File: config.mk
export PLATFORM = sky130hd
export DESIGN_NAME = matrix_entry_ctrl
export DESIGN_NICKNAME = d
export VERILOG_FILES = /design/src/rtl/matrix_calc_pkg.sv /design/src/rtl/key_event_sync.sv /design/src/rtl/matrix_entry_ctrl.sv
export SDC_FILE = /design/constraint.sdc
export NUM_CORES = 1
export LEC_CHECK = 0
export ABC_AREA = 1
export CAP_MARGIN = 10
export CORE_ASPECT_RATIO = 1.5
export CORE_UTILIZATION = 46
export DETAILED_ROUTE_END_ITERATION = 6
export GPL_TIMING_DRIVEN = 0
export PLACE_DENSITY = 0.89
export SLEW_MARGIN = 20
export SYNTH_ARGS = -nofsm -noshare
export SYNTH_HDL_FRONTEND = slang
export SYNTH_SLANG_ARGS = --single-unit
File: constraint.sdc
create_clock -name clk -period 1.4 [get_ports clk]
set_input_delay 0.28 -clock clk [delete_from_list [all_inputs] [get_ports clk]]
set_output_delay 0.28 -clock clk [all_outputs]
set_load 0.02 [all_outputs]
File: src/rtl/matrix_calc_pkg.sv
// rtl/matrix_calc_pkg.sv - shared types and constants for the matrix calculator entry path
// Contents: op_t (opcode decoder output), entry_state_t (entry sequencer states),
//           KEY_DIGIT_MAX (largest raw key code treated as a digit).
package matrix_calc_pkg;

   typedef enum logic [1:0] {
      OP_NOP   = 2'b00,
      OP_ADD   = 2'b01,
      OP_SUB   = 2'b10,
      OP_ENTER = 2'b11
   } op_t;

   typedef enum logic [2:0] {
      LOAD_A     = 3'd0,
      WAIT_OP    = 3'd1,
      LOAD_B     = 3'd2,
      WAIT_ENTER = 3'd3,
      EXEC       = 3'd4,
      RESULT     = 3'd5
   } entry_state_t;

   localparam logic [3:0] KEY_DIGIT_MAX = 4'd9;

endpackage

File: src/rtl/key_event_sync.sv
// rtl/key_event_sync.sv - 2-flop synchronizer and rising-edge detector for the keypad strobe
// Ports:
//   clk, rst              clock, asynchronous active-low reset
//   key_strobe            asynchronous level from the keypad scanner
//   key_in, is_op, op_in  key fields, stable while key_strobe is high
//   ev                    single-cycle key event on the synchronized rising edge
//   ev_key, ev_is_op, ev_op  key fields presented together with ev
module key_event_sync
   import matrix_calc_pkg::*;
(
   input  logic       clk,
   input  logic       rst,
   input  logic       key_strobe,
   input  logic [3:0] key_in,
   input  logic       is_op,
   input  logic [1:0] op_in,
   output logic       ev,
   output logic [3:0] ev_key,
   output logic       ev_is_op,
   output op_t        ev_op
);

   logic [2:0] sync_q, sync_d;
   logic [3:0] key_q, key_d;
   logic       is_op_q, is_op_d;
   logic [1:0] op_q, op_d;

   // Key fields are re-captured every cycle; the scanner holds them stable for
   // the whole strobe, so the copy seen alongside the edge is settled.
   always_comb begin
      sync_d  = {sync_q[1:0], key_strobe};
      key_d   = key_in;
      is_op_d = is_op;
      op_d    = op_in;
   end

   always_ff @(posedge clk or negedge rst) begin
      if (!rst) begin
         sync_q  <= '0;
         key_q   <= '0;
         is_op_q <= 1'b0;
         op_q    <= '0;
      end else begin
         sync_q  <= sync_d;
         key_q   <= key_d;
         is_op_q <= is_op_d;
         op_q    <= op_d;
      end
   end

   // sync_q[1] is the second synchronizer stage; sync_q[2] its previous value.
   assign ev       = sync_q[1] & ~sync_q[2];
   assign ev_key   = key_q;
   assign ev_is_op = is_op_q;
   assign ev_op    = op_t'(op_q);

endmodule

File: src/rtl/matrix_entry_ctrl.sv
// rtl/matrix_entry_ctrl.sv - keypad entry sequencer for the matrix calculator
// Optional feature macro: MATRIX_KEY_SYNC_EN (asynchronous level strobe, synchronized,
//   3-cycle latency); undefined: key_strobe is a synchronous 1-cycle pulse, 1-cycle latency.
// Ports:
//   clk, rst                   clock, asynchronous active-low reset
//   key_strobe, key_in         key event and raw key code
//   is_op, op_in               opcode decoder outputs
//   wr_en, wr_sel, wr_addr, wr_data   operand write port (sel 0 = A, 1 = B)
//   alu_op, alu_start, alu_done       matrix ALU control
//   busy                       high while the ALU runs
//   err                        1-cycle pulse on a rejected key
//   state_o                    current state for debug/display
module matrix_entry_ctrl
   import matrix_calc_pkg::*;
#(
   parameter int DIM = 2,
   parameter int DW  = 4,
   parameter int AW  = $clog2(DIM*DIM)
) (
   input  logic          clk,
   input  logic          rst,
   input  logic          key_strobe,
   input  logic [3:0]    key_in,
   input  logic          is_op,
   input  logic [1:0]    op_in,
   output logic          wr_en,
   output logic          wr_sel,
   output logic [AW-1:0] wr_addr,
   output logic [DW-1:0] wr_data,
   output logic [1:0]    alu_op,
   output logic          alu_start,
   input  logic          alu_done,
   output logic          busy,
   output logic          err,
   output logic [2:0]    state_o
);

   localparam logic [AW-1:0] LAST_ADDR = AW'(DIM*DIM-1);

   logic       ev;
   logic [3:0] ev_key;
   logic       ev_is_op;
   op_t        ev_op;

`ifdef MATRIX_KEY_SYNC_EN
   key_event_sync u_key_event_sync (
      .clk        (clk),
      .rst        (rst),
      .key_strobe (key_strobe),
      .key_in     (key_in),
      .is_op      (is_op),
      .op_in      (op_in),
      .ev         (ev),
      .ev_key     (ev_key),
      .ev_is_op   (ev_is_op),
      .ev_op      (ev_op)
   );
`else
   assign ev       = key_strobe;
   assign ev_key   = key_in;
   assign ev_is_op = is_op;
   assign ev_op    = op_t'(op_in);
`endif

   entry_state_t  state_q, state_d;
   logic [AW-1:0] cnt_q, cnt_d;
   logic          wr_en_q, wr_en_d;
   logic          wr_sel_q, wr_sel_d;
   logic [AW-1:0] wr_addr_q, wr_addr_d;
   logic [DW-1:0] wr_data_q, wr_data_d;
   logic [1:0]    alu_op_q, alu_op_d;
   logic          alu_start_q, alu_start_d;
   logic          busy_q, busy_d;
   logic          err_q, err_d;

   logic k_digit, k_op, k_bad;

   always_comb begin
      k_digit = ev && !ev_is_op && (ev_key <= KEY_DIGIT_MAX);
      k_op    = ev && ev_is_op;
      k_bad   = ev && !ev_is_op && (ev_key > KEY_DIGIT_MAX);
   end

   always_comb begin
      state_d     = state_q;
      cnt_d       = cnt_q;
      wr_en_d     = 1'b0;
      wr_sel_d    = wr_sel_q;
      wr_addr_d   = wr_addr_q;
      wr_data_d   = wr_data_q;
      alu_op_d    = alu_op_q;
      alu_start_d = 1'b0;
      err_d       = 1'b0;

      case (state_q)
         LOAD_A, LOAD_B: begin
            if (k_digit) begin
               wr_en_d   = 1'b1;
               wr_sel_d  = (state_q == LOAD_B);
               wr_addr_d = cnt_q;
               wr_data_d = DW'(ev_key);
               if (cnt_q == LAST_ADDR) begin
                  cnt_d   = '0;
                  state_d = (state_q == LOAD_A) ? WAIT_OP : WAIT_ENTER;
               end else begin
                  cnt_d = cnt_q + 1'b1;
               end
            end else if (k_op && ev_op == OP_NOP) begin
               // NOP clears A in place, and in LOAD_B cancels the whole entry.
               cnt_d   = '0;
               state_d = LOAD_A;
            end else if (k_op || k_bad) begin
               err_d = 1'b1;
            end
         end
         WAIT_OP: begin
            if (k_op && (ev_op == OP_ADD || ev_op == OP_SUB)) begin
               alu_op_d = ev_op;
               state_d  = LOAD_B;
            end else if (k_op && ev_op == OP_NOP) begin
               cnt_d   = '0;
               state_d = LOAD_A;
            end else if (k_digit || k_op || k_bad) begin
               err_d = 1'b1;
            end
         end
         WAIT_ENTER: begin
            if (k_op && ev_op == OP_ENTER) begin
               alu_start_d = 1'b1;
               state_d     = EXEC;
            end else if (k_op && ev_op == OP_NOP) begin
               cnt_d   = '0;
               state_d = LOAD_A;
            end else if (k_digit || k_op || k_bad) begin
               err_d = 1'b1;
            end
         end
         EXEC: begin
            // Keys are dropped silently while the ALU runs.
            if (alu_done) begin
               state_d = RESULT;
            end
         end
         RESULT: begin
            // Any valid key acknowledges the result; a digit here is not stored.
            if (k_digit || k_op) begin
               cnt_d   = '0;
               state_d = LOAD_A;
            end else if (k_bad) begin
               err_d = 1'b1;
            end
         end
         default: begin
            cnt_d   = '0;
            state_d = LOAD_A;
         end
      endcase

      busy_d = (state_d == EXEC);
   end

   always_ff @(posedge clk or negedge rst) begin
      if (!rst) begin
         state_q     <= LOAD_A;
         cnt_q       <= '0;
         wr_en_q     <= 1'b0;
         wr_sel_q    <= 1'b0;
         wr_addr_q   <= '0;
         wr_data_q   <= '0;
         alu_op_q    <= '0;
         alu_start_q <= 1'b0;
         busy_q      <= 1'b0;
         err_q       <= 1'b0;
      end else begin
         state_q     <= state_d;
         cnt_q       <= cnt_d;
         wr_en_q     <= wr_en_d;
         wr_sel_q    <= wr_sel_d;
         wr_addr_q   <= wr_addr_d;
         wr_data_q   <= wr_data_d;
         alu_op_q    <= alu_op_d;
         alu_start_q <= alu_start_d;
         busy_q      <= busy_d;
         err_q       <= err_d;
      end
   end

   assign wr_en     = wr_en_q;
   assign wr_sel    = wr_sel_q;
   assign wr_addr   = wr_addr_q;
   assign wr_data   = wr_data_q;
   assign alu_op    = alu_op_q;
   assign alu_start = alu_start_q;
   assign busy      = busy_q;
   assign err       = err_q;
   assign state_o   = state_q;

endmodule

==> results of run 1 <==
==> per-layer routing <==
metal | vias to the layer above | track usage [%] | part of all wire, %
met3 | 7 | 2.642 | 4.4
li1 | 458 | - | -
met1 | 449 | 25.70 | 40
met2 | 37 | 37.24 | 53
met4 | 0 | 11.82 | 2.6
met5 | - | 0 | 0
==> cell families (layout without fill, tap and decap cells) <==
logic type	count (synthesis)	in the layout	synth area share, %
flip-flops	18	18	46.21
adder cells (fa/ha/maj)	3	3	3.852
buffers and inverters	16	52	6.289
AO/OA/AOI/OAI	12	12	7.831
AND/OR/NAND/NOR	73	73	35.82
==> per-stage QoR <==
stage	instances	setup slack, ps	TNS, ps
2_1_floorplan	122	163.0	0
3_3_place_gp	170	-282.4	-3340
3_5_place_dp	170	-294.7	-3809
4_1_cts	173	5.353	0
5_1_grt	180	-10.30	-22.93
6_report	180	31.49	0
==> power breakdown <==
| group | internal, mW | total [mW] | switching [mW] |
|---|---|---|---|
| combinational | 0.424 | 1.04 | 0.618 |
| clock | 0.100 | 0.252 | 0.152 |
| sequential | 0.698 | 0.830 | 0.131 |
| total | 1.22 | 2.12 | 0.901 |
==> cell usage in the layout, fill, tap and decap left out, drive strengths merged <==
master          n
dfrtp          18
clkdlybuf4s50   6
o211ai          1
nand4           2
clkbuf          3
nor2           12
a21oi           2
inv            15
dlygate4sd2    15
a21boi          1
nand2          47
clkinv          1
clkdlybuf4s15   1
dlymetal6s2s    4
or2             1
nand3          11
ha              3
buf             7
o21ai           8
==> worst min path at each step <==
stage / start / to
finish: op_in[1] / alu_op[1]$_DFFE_PN0P_
global route: op_in[1] / alu_op[1]$_DFFE_PN0P_
CTS: rst / wr_data[1]$_DFFE_PN0P_
detailed placement: wr_data[3]$_DFFE_PN0P_ / wr_data[3]$_DFFE_PN0P_
global placement: wr_data[0]$_DFFE_PN0P_ / wr_data[0]$_DFFE_PN0P_
floorplan: rst / alu_op[0]$_DFFE_PN0P_
==> sequential cells by signal, summed over array words and instances, names as in the netlist <==
name       flops
wr_data        4
state_o        3
busy           1
wr_sel         1
alu_op         2
cnt_q          2
err            1
alu_start      1
wr_en          1
wr_addr        2
==> area by class of cell <==
class	instances	area, um2	share of cell area [%]
Multi-Input combinational cell	88	508.0	36.88
Tap cell	22	27.53	1.998
Inverter	16	61.31	4.451
Clock buffer	3	22.52	1.635
Timing Repair Buffer	33	304.0	22.07
Sequential cell	18	454.2	32.97
==> what timing repair did <==
action                                  in CTS  in global routing
pin swaps                                    0                  4
endpoints found under the hold margin        0                  0
hold buffers                                 0                  0
resized for setup                           18                 19
endpoints found under the setup margin      16                 13
buffers inserted                             0                  7
==> impl_metrics.json, run 1 <==
{
  "synth_common_cells": "nand2_1 (44), dfrtp_1 (18), inv_1 (12), nand3_1 (9), nor2_1 (7)",
  "grt_start_max_net_pins": 19,
  "drtIter0Drc": 45,
  "worstHoldPathCells": 3,
  "arrival_ps": 1090,
  "drc": 0,
  "path_max_fanout": 5,
  "critical_path_buf_inv_count": 1,
  "clockBufferDepth": 2,
  "cts_tree": "yes",
  "irDropWorstVdd_v": 0.0008614,
  "cts.sinks": 18,
  "die_y_um": 58.38,
  "power.density_nw_per_um2": 1541,
  "crit_path_start": "state_o[1]$_DFF_PN0_",
  "nNetsFinal": 174,
  "num_antenna_cells": 0,
  "min_period_ps": 1369,
  "synth_warnings": 0,
  "path_depth": 1,
  "grt_pass1_vias": 892,
  "slowest_stage": "dfrtp_1",
  "grt.overflow.total": 0,
  "finish.instance_area_um2": 1378,
  "startpoint_type": "flop",
  "worst_pin_slew_ps": 783.3,
  "max_freq_mhz": 730.7,
  "vias": 951,
  "fin_crit_sh_pct": 97.75,
  "place.gp.congestion": 0.8584,
  "synth_area_um2": 974.7,
  "cts_made_buffers": 3,
  "via_per_inst": 5.283,
  "syn_inst": 122,
  "worstReg2RegStart": "state_o[2]$_DFF_PN0_",
  "p_leak_nw": 0.7820,
  "die_w_um": 39.59,
  "r2r_slack_ps": 90,
  "placed_cell_area_um2": 1262,
  "track_usage_pct": 21.98,
  "dp_hpwl_um": 1590,
  "max_slew_margin_pct": 47.61,
  "syn_avg_cell_area_um2": 7.989,
  "synth_seq_cells": 18,
  "status": "completed",
  "holdWs_ps": 321.3,
  "yosysSeqAreaShare_pct": 46.21,
  "clock-root-buffer": "clkbuf_4",
  "p_total_mw": 2.123,
  "wl_um": 2312,
  "hold_path.class": "in2reg",
  "endpoint_kind": "output port",
  "path_cells": "dlygate4sd2_1",
  "fin_util_pct": 68.81,
  "initial_utilization_pct": 48.69,
  "io_buffers": 26,
  "grt_first_pass_wirelength_um": 3574,
  "synthArstFlopShare_pct": 100.0,
  "grt_setup_unrepaired": "yes",
  "worstSkewPairLatency_ps": 300,
  "finalSetupViolCount": 0,
  "die-area_um2": 2311,
  "wire_per_inst_um": 12.84,
  "critical-path-max-stage-delay_ps": 440,
  "max_cap_viol_count": 0,
  "synth_fp_nets": 136,
  "critical_path.endpoint": "state_o[1]",
  "num-fill-cells": 172,
  "r2r_cells": 8,
  "drt_pass1_iterations": 4,
  "synthTopCellsByArea": "dfrtp_1 (46%), nand2_1 (17%), nand3_1 (4.6%)",
  "ant_nets": 0,
  "slew_violations": 0,
  "synth_top_area_share_pct": 46.21,
  "crit_family": "flip-flops",
  "drive_gt1_share_pct": 24.05,
  "synth_enable_flop_cells": 0,
  "crit_type": "reg2out",
  "ios": 27,
  "required_ps": 1120,
  "r2r-end": "cnt_q[1]$_DFFE_PN0P_",
  "synth_most_common_cell": "nand2_1",
  "placementRows": 20,
  "final_hold_viol_count": 0,
  "antenna_found_initial": 0,
  "synth_largest_area_cell": "dfrtp_1",
  "syn_to_final_growth_pct": 41.33,
  "yosysUniqueCellTypes": 21,
  "synth_ff_type": "dfrtp_1",
  "htreeDepth": 1,
  "clk_pin_slew_worst_paths_ps": 90,
  "skew_ps": 2.850,
  "core_area_um2": 2002
}
Note: power is estimated with default switching activity, not from simulation.
==> run 2: changes to the inputs <==
--- a/config.mk
+++ b/config.mk
@@ -12,7 +12,6 @@
 export DETAILED_ROUTE_END_ITERATION = 6
 export GPL_TIMING_DRIVEN = 0
 export PLACE_DENSITY = 0.89
-export SLEW_MARGIN = 20
 export SYNTH_ARGS = -nofsm -noshare
 export SYNTH_HDL_FRONTEND = slang
 export SYNTH_SLANG_ARGS = --single-unit
==> results of run 2 <==
Same layout as run 1: the final DEF is identical, and so are final timing and power.
==> run 3: changes to the inputs <==
--- a/config.mk
+++ b/config.mk
@@ -9,6 +9,7 @@
 export CAP_MARGIN = 10
 export CORE_ASPECT_RATIO = 1.5
 export CORE_UTILIZATION = 46
+export CTS_CLUSTER_SIZE = 16
 export DETAILED_ROUTE_END_ITERATION = 6
 export GPL_TIMING_DRIVEN = 0
 export PLACE_DENSITY = 0.89
==> results of run 3 <==
Same layout as run 1: the final DEF is identical, and so are final timing and power.
